<file path="src/rtl/signed_multiply_accumulate.sv">
// Sequential signed shift-and-add multiply-accumulate: P = A*B + C.
// Magnitudes are multiplied unsigned, one partial product per clock, then the
// sign is reapplied and the sign-extended addend is added in a single FIX cycle.
module signed_multiply_accumulate #(
    parameter int unsigned W = 32
) (
    input  logic             clk,
    input  logic             reset,
    input  logic             VALID,
    input  logic [W-1:0]     A,
    input  logic [W-1:0]     B,
    input  logic [W-1:0]     C,
    output logic             READY,
    output logic             BUSY,
    output logic [2*W-1:0]   P,
    output logic             OVF
);

    localparam int unsigned PW = 2 * W;
    localparam int unsigned CW = (W > 1) ? $clog2(W) : 1;

    localparam logic [1:0] S_IDLE = 2'd0;
    localparam logic [1:0] S_RUN  = 2'd1;
    localparam logic [1:0] S_FIX  = 2'd2;
    localparam logic [1:0] S_DONE = 2'd3;

    localparam logic [CW-1:0] CNT_LAST = CW'(W - 1);

    logic [1:0]    state_q, state_d;
    logic [CW-1:0] cnt_q, cnt_d;
    logic [PW-1:0] mag_a_q, mag_a_d;
    logic [W-1:0]  mag_b_q, mag_b_d;
    logic          sign_q, sign_d;
    logic [W-1:0]  c_q, c_d;
    logic [PW-1:0] acc_q, acc_d;
    logic [PW-1:0] p_q, p_d;
    logic          ovf_q, ovf_d;
    logic          ready_q, ready_d;
    logic          busy_q, busy_d;

    // Two's-complement magnitudes; |-2^(W-1)| = 2^(W-1) still fits W-bit unsigned
    logic [W-1:0]  mag_a_in_c, mag_b_in_c;
    logic [PW-1:0] signed_acc_c;

    always_comb begin
        mag_a_in_c = A[W-1] ? (~A + W'(1)) : A;
        mag_b_in_c = B[W-1] ? (~B + W'(1)) : B;
    end

    // Next-state and datapath: operand capture, shift-add, sign fix, result hold
    always_comb begin
        state_d      = state_q;
        cnt_d        = cnt_q;
        mag_a_d      = mag_a_q;
        mag_b_d      = mag_b_q;
        sign_d       = sign_q;
        c_d          = c_q;
        acc_d        = acc_q;
        p_d          = p_q;
        ovf_d        = ovf_q;
        ready_d      = 1'b0;
        signed_acc_c = sign_q ? (~acc_q + PW'(1)) : acc_q;

        case (state_q)
            S_IDLE: begin
                if (VALID) begin
                    mag_a_d = {W'(0), mag_a_in_c};
                    mag_b_d = mag_b_in_c;
                    sign_d  = A[W-1] ^ B[W-1];
                    c_d     = C;
                    acc_d   = '0;
                    cnt_d   = '0;
                    state_d = S_RUN;
                end
            end
            S_RUN: begin
                if (mag_b_q[0]) begin
                    acc_d = acc_q + mag_a_q;
                end
                mag_a_d = mag_a_q << 1;
                mag_b_d = mag_b_q >> 1;
                cnt_d   = cnt_q + CW'(1);
                if (cnt_q == CNT_LAST) begin
                    state_d = S_FIX;
                end
            end
            S_FIX: begin
                p_d     = signed_acc_c + {{W{c_q[W-1]}}, c_q};
                ovf_d   = !((&p_d[PW-1:W-1]) || !(|p_d[PW-1:W-1]));
                ready_d = 1'b1;
                state_d = S_DONE;
            end
            default: begin
                state_d = S_IDLE;
            end
        endcase

        busy_d = (state_d != S_IDLE);
    end

    // State and output registers with synchronous reset
    always_ff @(posedge clk) begin
        if (reset) begin
            state_q <= S_IDLE;
            cnt_q   <= '0;
            mag_a_q <= '0;
            mag_b_q <= '0;
            sign_q  <= 1'b0;
            c_q     <= '0;
            acc_q   <= '0;
            p_q     <= '0;
            ovf_q   <= 1'b0;
            ready_q <= 1'b0;
            busy_q  <= 1'b0;
        end else begin
            state_q <= state_d;
            cnt_q   <= cnt_d;
            mag_a_q <= mag_a_d;
            mag_b_q <= mag_b_d;
            sign_q  <= sign_d;
            c_q     <= c_d;
            acc_q   <= acc_d;
            p_q     <= p_d;
            ovf_q   <= ovf_d;
            ready_q <= ready_d;
            busy_q  <= busy_d;
        end
    end

    assign P     = p_q;
    assign OVF   = ovf_q;
    assign READY = ready_q;
    assign BUSY  = busy_q;

endmodule
</file>
<file path="config.mk">
export PLATFORM = sky130hd
export DESIGN_NAME = signed_multiply_accumulate
export DESIGN_NICKNAME = d
export VERILOG_FILES = /design/src/rtl/signed_multiply_accumulate.sv
export SDC_FILE = /design/constraint.sdc
export NUM_CORES = 1
export LEC_CHECK = 0
export BUFFER_PORTS_ARGS = -buffer_cell sky130_fd_sc_hd__buf_2
export CAP_MARGIN = 10
export CORE_ASPECT_RATIO = 1.25
export CORE_MARGIN = 3
export CORE_UTILIZATION = 30
export CTS_BUF_LIST = sky130_fd_sc_hd__clkbuf_4 sky130_fd_sc_hd__clkbuf_8
export DETAILED_ROUTE_END_ITERATION = 7
export PLACE_DENSITY_LB_ADDON = 0.15
export SKIP_LAST_GASP = 1
export SLEW_MARGIN = 40
export SYNTH_ARGS = -nofsm -noshare
export SYNTH_HDL_FRONTEND = slang
export SYNTH_SLANG_ARGS = --single-unit
</file>
<file path="constraint.sdc">
create_clock -name clk -period 9.85 [get_ports clk]
set_clock_uncertainty 0.1 [all_clocks]
set_input_delay 0 -clock clk [delete_from_list [all_inputs] [get_ports clk]]
set_output_delay 0 -clock clk [all_outputs]
set_load 0.05 [all_outputs]
</file>
==> impl_results.md, run 1 <==
- Met2 usage: 30.1%
- Period utilization: 77.4%
- Max Clk Rate: 131 MHz
- P_leak: 10.3 nW
- Initial antenna violation count: 1
- Synthesized cell area: 19600 µm²
- Max_cap viols: 0
- Critical path's largest stage delay: 0.58 ns
- Critical-path top delay cell: or4_4
- Core Region: 64500 µm²
- Cell with the most instances after synthesis: nand2_1
- Clock Power Share: 42.1%
- H-tree depth: 2
- Met1 GRT Util: 24.0%
- Area leader, netlist: dfxtp_1
- Height of the die: 292 µm
- Final Hold Violating Endpoints: 0
- Most used cell, CP: or4_4
- CTS root buf: clkbuf_8
- Vias in the first global route: 19500
- Crit path DAT: 8.01 ns
- Final setup fails: 0
- Reg2reg path depth: 24
- Final HPWL DP: 49300 µm
- Async set or reset register ratio after synthesis: 0%
- GRT overflow: 0
- Post-cts resize count: 0
- Worst-Skew Late Latency: 0.64 ns
- Commonest cells in the netlist: 317 x nand2_1, 267 x dfxtp_1, 261 x nor2_1, 240 x a21oi_1, 177 x xnor2_1
- CTS tree: done
- Hold_buf cts: 203
- Cell variety after synth: 82
- Syn_area_per_cell: 7.71 µm²
- Share of cells above drive strength 1: 11.1%
- Crit. Startpoint: acc_q[2]
- Syn nets: 2788
- Setup crit end: OVF
- ANT nets after route: 0
- Setup bufs post-CTS: 0
- Routability cong.: 0.882
- Starting DRT DRC Count: 1185
- Full die area: 68600 µm²
- Maximum VDD drop: 0.0000789 V
- Reg2reg setup slack: 2.23 ns
- Overall routing resource usage: 18.3%
- Setup TNS: 0 ns
- Layout Utilization: 37.8%
- Req. time, crit path: 10.24 ns
- Tmin final: 7.62 ns
- Register area share after synthesis: 27.2%
- Busiest grt layer: met2
- Fin. max-slew vios: 0
- P_sw: 0.000859 W
- R2r endpoint: OVF
- Die Width: 235 µm
- Drt via density: 5.33
- Number of fillers in the final layout: 6809
- Clock tree sinks: 267
- RSZ-0062 raised after global routing: false
- Combinational Power Share: 19.0%
- Ports: 166
- Status: complete, no violations
- Pwr Density: 120 nW/µm²
- Min-delay worst type: primary input to register
- WHS: 0.0704 ns
- Routed WL: 64800 µm
- YS warnings: 0
- Synthesized flop and latch total: 267
- GRT met3 Usage: 2.77%
- Slew HR: 44.0%
- CP Capture Type: register
- Drt drc: 0
- Port bufs: 165
- First-pass GRT wire length: 105000 µm
- Initial core utilization: 30.4%
- Router iterations before antenna repair: 5
- Synth top area cells: dfxtp_1 27%, ha_1 9.1%, xnor2_1 7.9%
- Area share of the largest cell type after synthesis: 27.2%
- Worst Tran Pin Value: 0.833 ns
- Post-synth EDFFs: 0
- Layout net count: 3084
- Net Sw Frac: 29.3%
- Syn Inst Count: 2545
- Vias post-DR: 19900
- Int Power: 0.00208 W
- Cell Rows: 104
- Max clock buf depth: 3
- CP max FO: 9
- Reg2reg start: acc_q[2]
- Routed len/inst: 17.4 µm
- Synthesis-to-finish area growth: 24.3%
- Largest net degree at the start of global routing: 97
- Startpoint Class: register
- Crit path cell chain: or4_4 > or4_4 > or4_4 > or4_4 > nor2_4 > nand2_2 > or3_1 > or3_1 > or2_4 > or4_4 > o21ai_2 > xnor2_1 > ha_1 > a21o_1 > o21bai_1 > a311oi_1 > mux2i_1 > o21ai_0 > nor3_1 > nand2_1 > nor4_1 > nand4_1 > nor4_1 > o41ai_2
- Clock Pin Slew Worst Setup and Hold Paths: 0.06 ns
- Seq pwr share: 38.9%
- CTS Buf Count: 49
- WS Path Type: register to register
- Top_reg_cell synth: dfxtp_1
## power by group through the flow
| stage | Clock (W) | Combinational, W | Sequential, W |
|---|---|---|---|
| floorplan | 0 | 0.000340 | 0.00115 |
| global placement | 0 | 0.000467 | 0.00117 |
| detailed placement | 0 | 0.000475 | 0.00117 |
| CTS | 0.00128 | 0.000557 | 0.00114 |
| global route | 0.00133 | 0.000616 | 0.00115 |
| finish | 0.00123 | 0.000558 | 0.00114 |
## how the worst min path moves through the flow
stage / cells past startpoint / start / slack [ns] / to
after floorplan: 2 / C[0] / 0.04 / c_q[0]
after global placement: 3 / C[5] / 0.15 / c_q[5]
after detailed placement: 3 / C[5] / 0.15 / c_q[5]
after CTS: 4 / C[8] / 0.0004 / c_q[8]
after global routing: 4 / C[22] / 0.05 / c_q[22]
final: 4 / C[8] / 0.07 / c_q[8]
## flip-flops by register name, summed over array words and instances (netlist names)
name and cells:
acc_q 64, sign_q 1, OVF 1, mag_a_q 64, BUSY 1, mag_b_q 32, cnt_q 5, P 64
READY 1, state_q 2, c_q 32
## critical path: cells and delay by family, from the launching register on
family	cells	cell delay (ns)
adder cells (fa/ha/maj)	1	0.36
multiplexers	1	0.23
flip-flops	1	0.38
AND/OR/NAND/NOR	15	5.01
AO/OA/AOI/OAI	6	1.26
XOR/XNOR	1	0.13
## placed cells by master (no fill, tap or decap), types with 16 or more instances in the layout
cell,count
xnor2_1,177
and3_1,23
dlygate4sd3_1,203
xor2_1,51
a222oi_1,58
nor3_1,40
o21ai_0,143
nor2b_1,21
nand2b_1,22
buf_2,164
a21o_1,57
o21a_1,23
nand2_1,315
dfxtp_1,266
a21oi_1,240
nand4_1,44
or3_1,42
o21bai_1,19
clkbuf_8,62
ha_1,142
nand3_1,34
nor4_1,16
nor2_1,260
and2_1,16
inv_1,36
o31ai_1,48
a211oi_1,20
a22oi_1,75
## final cells by class
type                       instances  area (µm²)  area share (%)
multi-input combinational       2099       13700            56.0
sequential                       267        5350            21.9
timing repair buffer             387        3060            12.5
tap                              848        1060            4.35
clock buffer                      75         945            3.87
clock inverter                    14         186           0.764
inverter                          37         139           0.569
antenna                            2        5.00          0.0205
## cells by family after synthesis
kind of cell	Yosys count	share of synthesized area (%)
AOI/OAI and AO/OA	816	27.7
muxes	4	0.210
adders and majority gates	144	9.26
and+or+nand+nor	906	21.9
xor gates and xnor gates	229	10.3
DFF	267	27.2
buffers and inverters	179	3.44
## layer usage
metal	up-vias	part of all wire (%)
met5	-	0
met4	0	4.3
met3	125	4.4
met2	444	45
met1	9271	46
li1	10000	-
## per-stage QoR
stage	instances	worst slack, ns	instance area [µm²]	total power (W)
floorplan	2545	2.94	19600	0.00150
global route	3729	1.64	24400	0.00309
finish	3729	2.23	24400	0.00294
CTS	3727	2.23	24400	0.00298
detailed placement	3435	2.26	21200	0.00164
global placement	3433	2.35	21200	0.00163
(Power assumes the default switching activity.)
==> inputs of run 2 (changes only) <==
==> constraint.sdc (replaced) <==
create_clock -name clk -period 7.7 [get_ports clk]
set_clock_uncertainty 0.1 [all_clocks]
set_input_delay 0 -clock clk [delete_from_list [all_inputs] [get_ports clk]]
set_output_delay 0 -clock clk [all_outputs]
set_load 0.05 [all_outputs]
==> impl_results.md, run 2 (same netlist as run 1, synthesis figures left out) <==
- Ports: 166
- Synthesis-to-finish area growth: 24.8%
- Routed WL: 64300 µm
- Crit path cell chain: or4_4 > or4_4 > or4_4 > or4_4 > nor2_4 > nand2_2 > or3_4 > or3_1 > or2_4 > o41ai_1 > xnor2_1 > ha_1 > nand2_1 > nor2_2 > and3_1 > nand4_1 > o21bai_1 > o211ai_1 > xor2_1 > nand2b_1 > or4_1 > nand4b_1 > nor4b_2 > o41ai_2
- Critical path's largest stage delay: 0.57 ns
- Fin. max-slew vios: 0
- Max clock buf depth: 3
- Tmin final: 7.23 ns
- Die Width: 235 µm
- Cell Rows: 104
- Share of cells above drive strength 1: 11.7%
- Final Hold Violating Endpoints: 0
- Routed len/inst: 17.2 µm
- Drt drc: 11
- Multi-input gate area: 13700 µm²
- Port bufs: 165
- Final HPWL DP: 48900 µm
- WS Path Type: register to register
- CP max FO: 7
- Max_cap viols: 0
- Critical-path top delay cell: or4_4
- Pwr Density: 154 nW/µm²
- Layout net count: 3094
- Most frequent cells in the layout: 316 x nand2_1, 266 x dfxtp_1, 259 x nor2_1, 240 x a21oi_1, 201 x dlygate4sd3_1
- Slew HR: 48.6%
- Register area: 5350 µm²
- Max Clk Rate: 138 MHz
- Worst-Skew Late Latency: 0.62 ns
- Routability cong.: 0.915
- Most used cell, CP: or4_4
- Final worst slack: 0.470 ns
- Router iterations before antenna repair: 8
- Largest net degree at the start of global routing: 97
- First-pass GRT wire length: 105000 µm
- P_leak: 10.3 nW
- Setup bufs post-CTS: 0
- Height of the die: 292 µm
- CTS tree: done
- GRT overflow: 0
- Vias in the first global route: 19800
- Period utilization: 93.9%
- CP Capture Type: register
- ANT nets after route: 0
- CTS root buf: clkbuf_8
- H-tree depth: 2
- Initial antenna violation count: 1
- Clock Pin Slew Worst Setup and Hold Paths: 0.06 ns
- Vias post-DR: 19800
- Crit path DAT: 7.61 ns
- Drt via density: 5.31
- CTS Buf Count: 50
- Clock tree sinks: 267
- Worst Tran Pin Value: 0.762 ns
- Startpoint Class: register
- WHS: 0.0786 ns
- Failing checks: DRC
- Number of fillers in the final layout: 6777
- Status: finished with violations
- Initial core utilization: 30.4%
- Min-delay worst type: primary input to register
- Place WS: 0.205 ns
- Full die area: 68600 µm²
- Final setup fails: 0
- Starting DRT DRC Count: 1031
- Top delay family on crit path: simple AND/OR/NAND/NOR gates
- Core Region: 64500 µm²
- Overall routing resource usage: 18.2%
- Req. time, crit path: 8.08 ns
- CP bufs+invs: 0
- Commonest non-fill, non-tap cell in the layout: nand2_1
- Maximum VDD drop: 0.0000899 V
## run 2: cell type report
| type | count | area share (%) |
|---|---|---|
| Clock inverter | 18 | 0.904 |
| Multi-Input combinational cell | 2099 | 55.8 |
| Tap cell | 848 | 4.33 |
| Sequential cell | 267 | 21.8 |
| Inverter | 37 | 0.567 |
| Antenna cell | 2 | 0.0204 |
| Clock buffer | 73 | 3.85 |
| Timing Repair Buffer | 396 | 12.7 |
## run 2: final timing paths
path,cells past startpoint,endpoint,startpoint,slack [ns]
hold reg to reg,2,P[25],P[25],0.35
hold / removal,5,mag_a_q[25],A[31],0.08
setup reg to reg,24,OVF,acc_q[2],0.47
setup / recovery,24,OVF,acc_q[2],0.47
## run 2: routing by layer
layer / share of wire (%) / up-vias / global-route usage, %
li1: - / 10100 / -
met1: 47 / 9206 / 23.8
met2: 46 / 471 / 31.0
met3: 3.9 / 104 / 2.46
met4: 3.1 / 0 / 5.99
met5: 0 / - / 0
## run 2: worst reg2reg max path, stage by stage (launching register included)
cell and delay (ns):
dfxtp_1 0.37, or4_4 0.58, or4_4 0.52, or4_4 0.46, or4_4 0.46, nor2_4 0.12
nand2_2 0.08, or3_4 0.41, or3_1 0.38, or2_4 0.26, o41ai_1 0.30, xnor2_1 0.14
ha_1 0.45, nand2_1 0.16, nor2_2 0.19, and3_1 0.22, nand4_1 0.11, o21bai_1 0.21
o211ai_1 0.15, xor2_1 0.14, nand2b_1 0.16, or4_1 0.50, nand4b_1 0.21, nor4b_2 0.32
o41ai_2 0.10
## run 2: repair_timing
item	4_1_cts	5_1_grt
hold endpoints to repair	159	0
gates resized for setup	0	7
hold buffers	201	0
endpoints found under the setup margin	0	1
## run 2: stage by stage
stage	area (µm²)	util [%]	total power, W	cells	setup TNS (ns)
2_1_floorplan	19600	-	0.00191	2545	0
3_3_place_gp	21200	32.9	0.00209	3444	0
3_5_place_dp	21300	33.0	0.00210	3446	0
4_1_cts	24500	37.9	0.00385	3738	0
5_1_grt	24500	38.0	0.00399	3740	-0.00525
6_report	24500	38.0	0.00378	3740	0
## run 2: where the power goes
group	leakage (nW)	internal, W	total (W)	switching [W]
combinational	7.51	0.000319	0.000716	0.000398
clock	0.617	0.000954	0.00160	0.000646
sequential	2.17	0.00142	0.00146	0.0000387
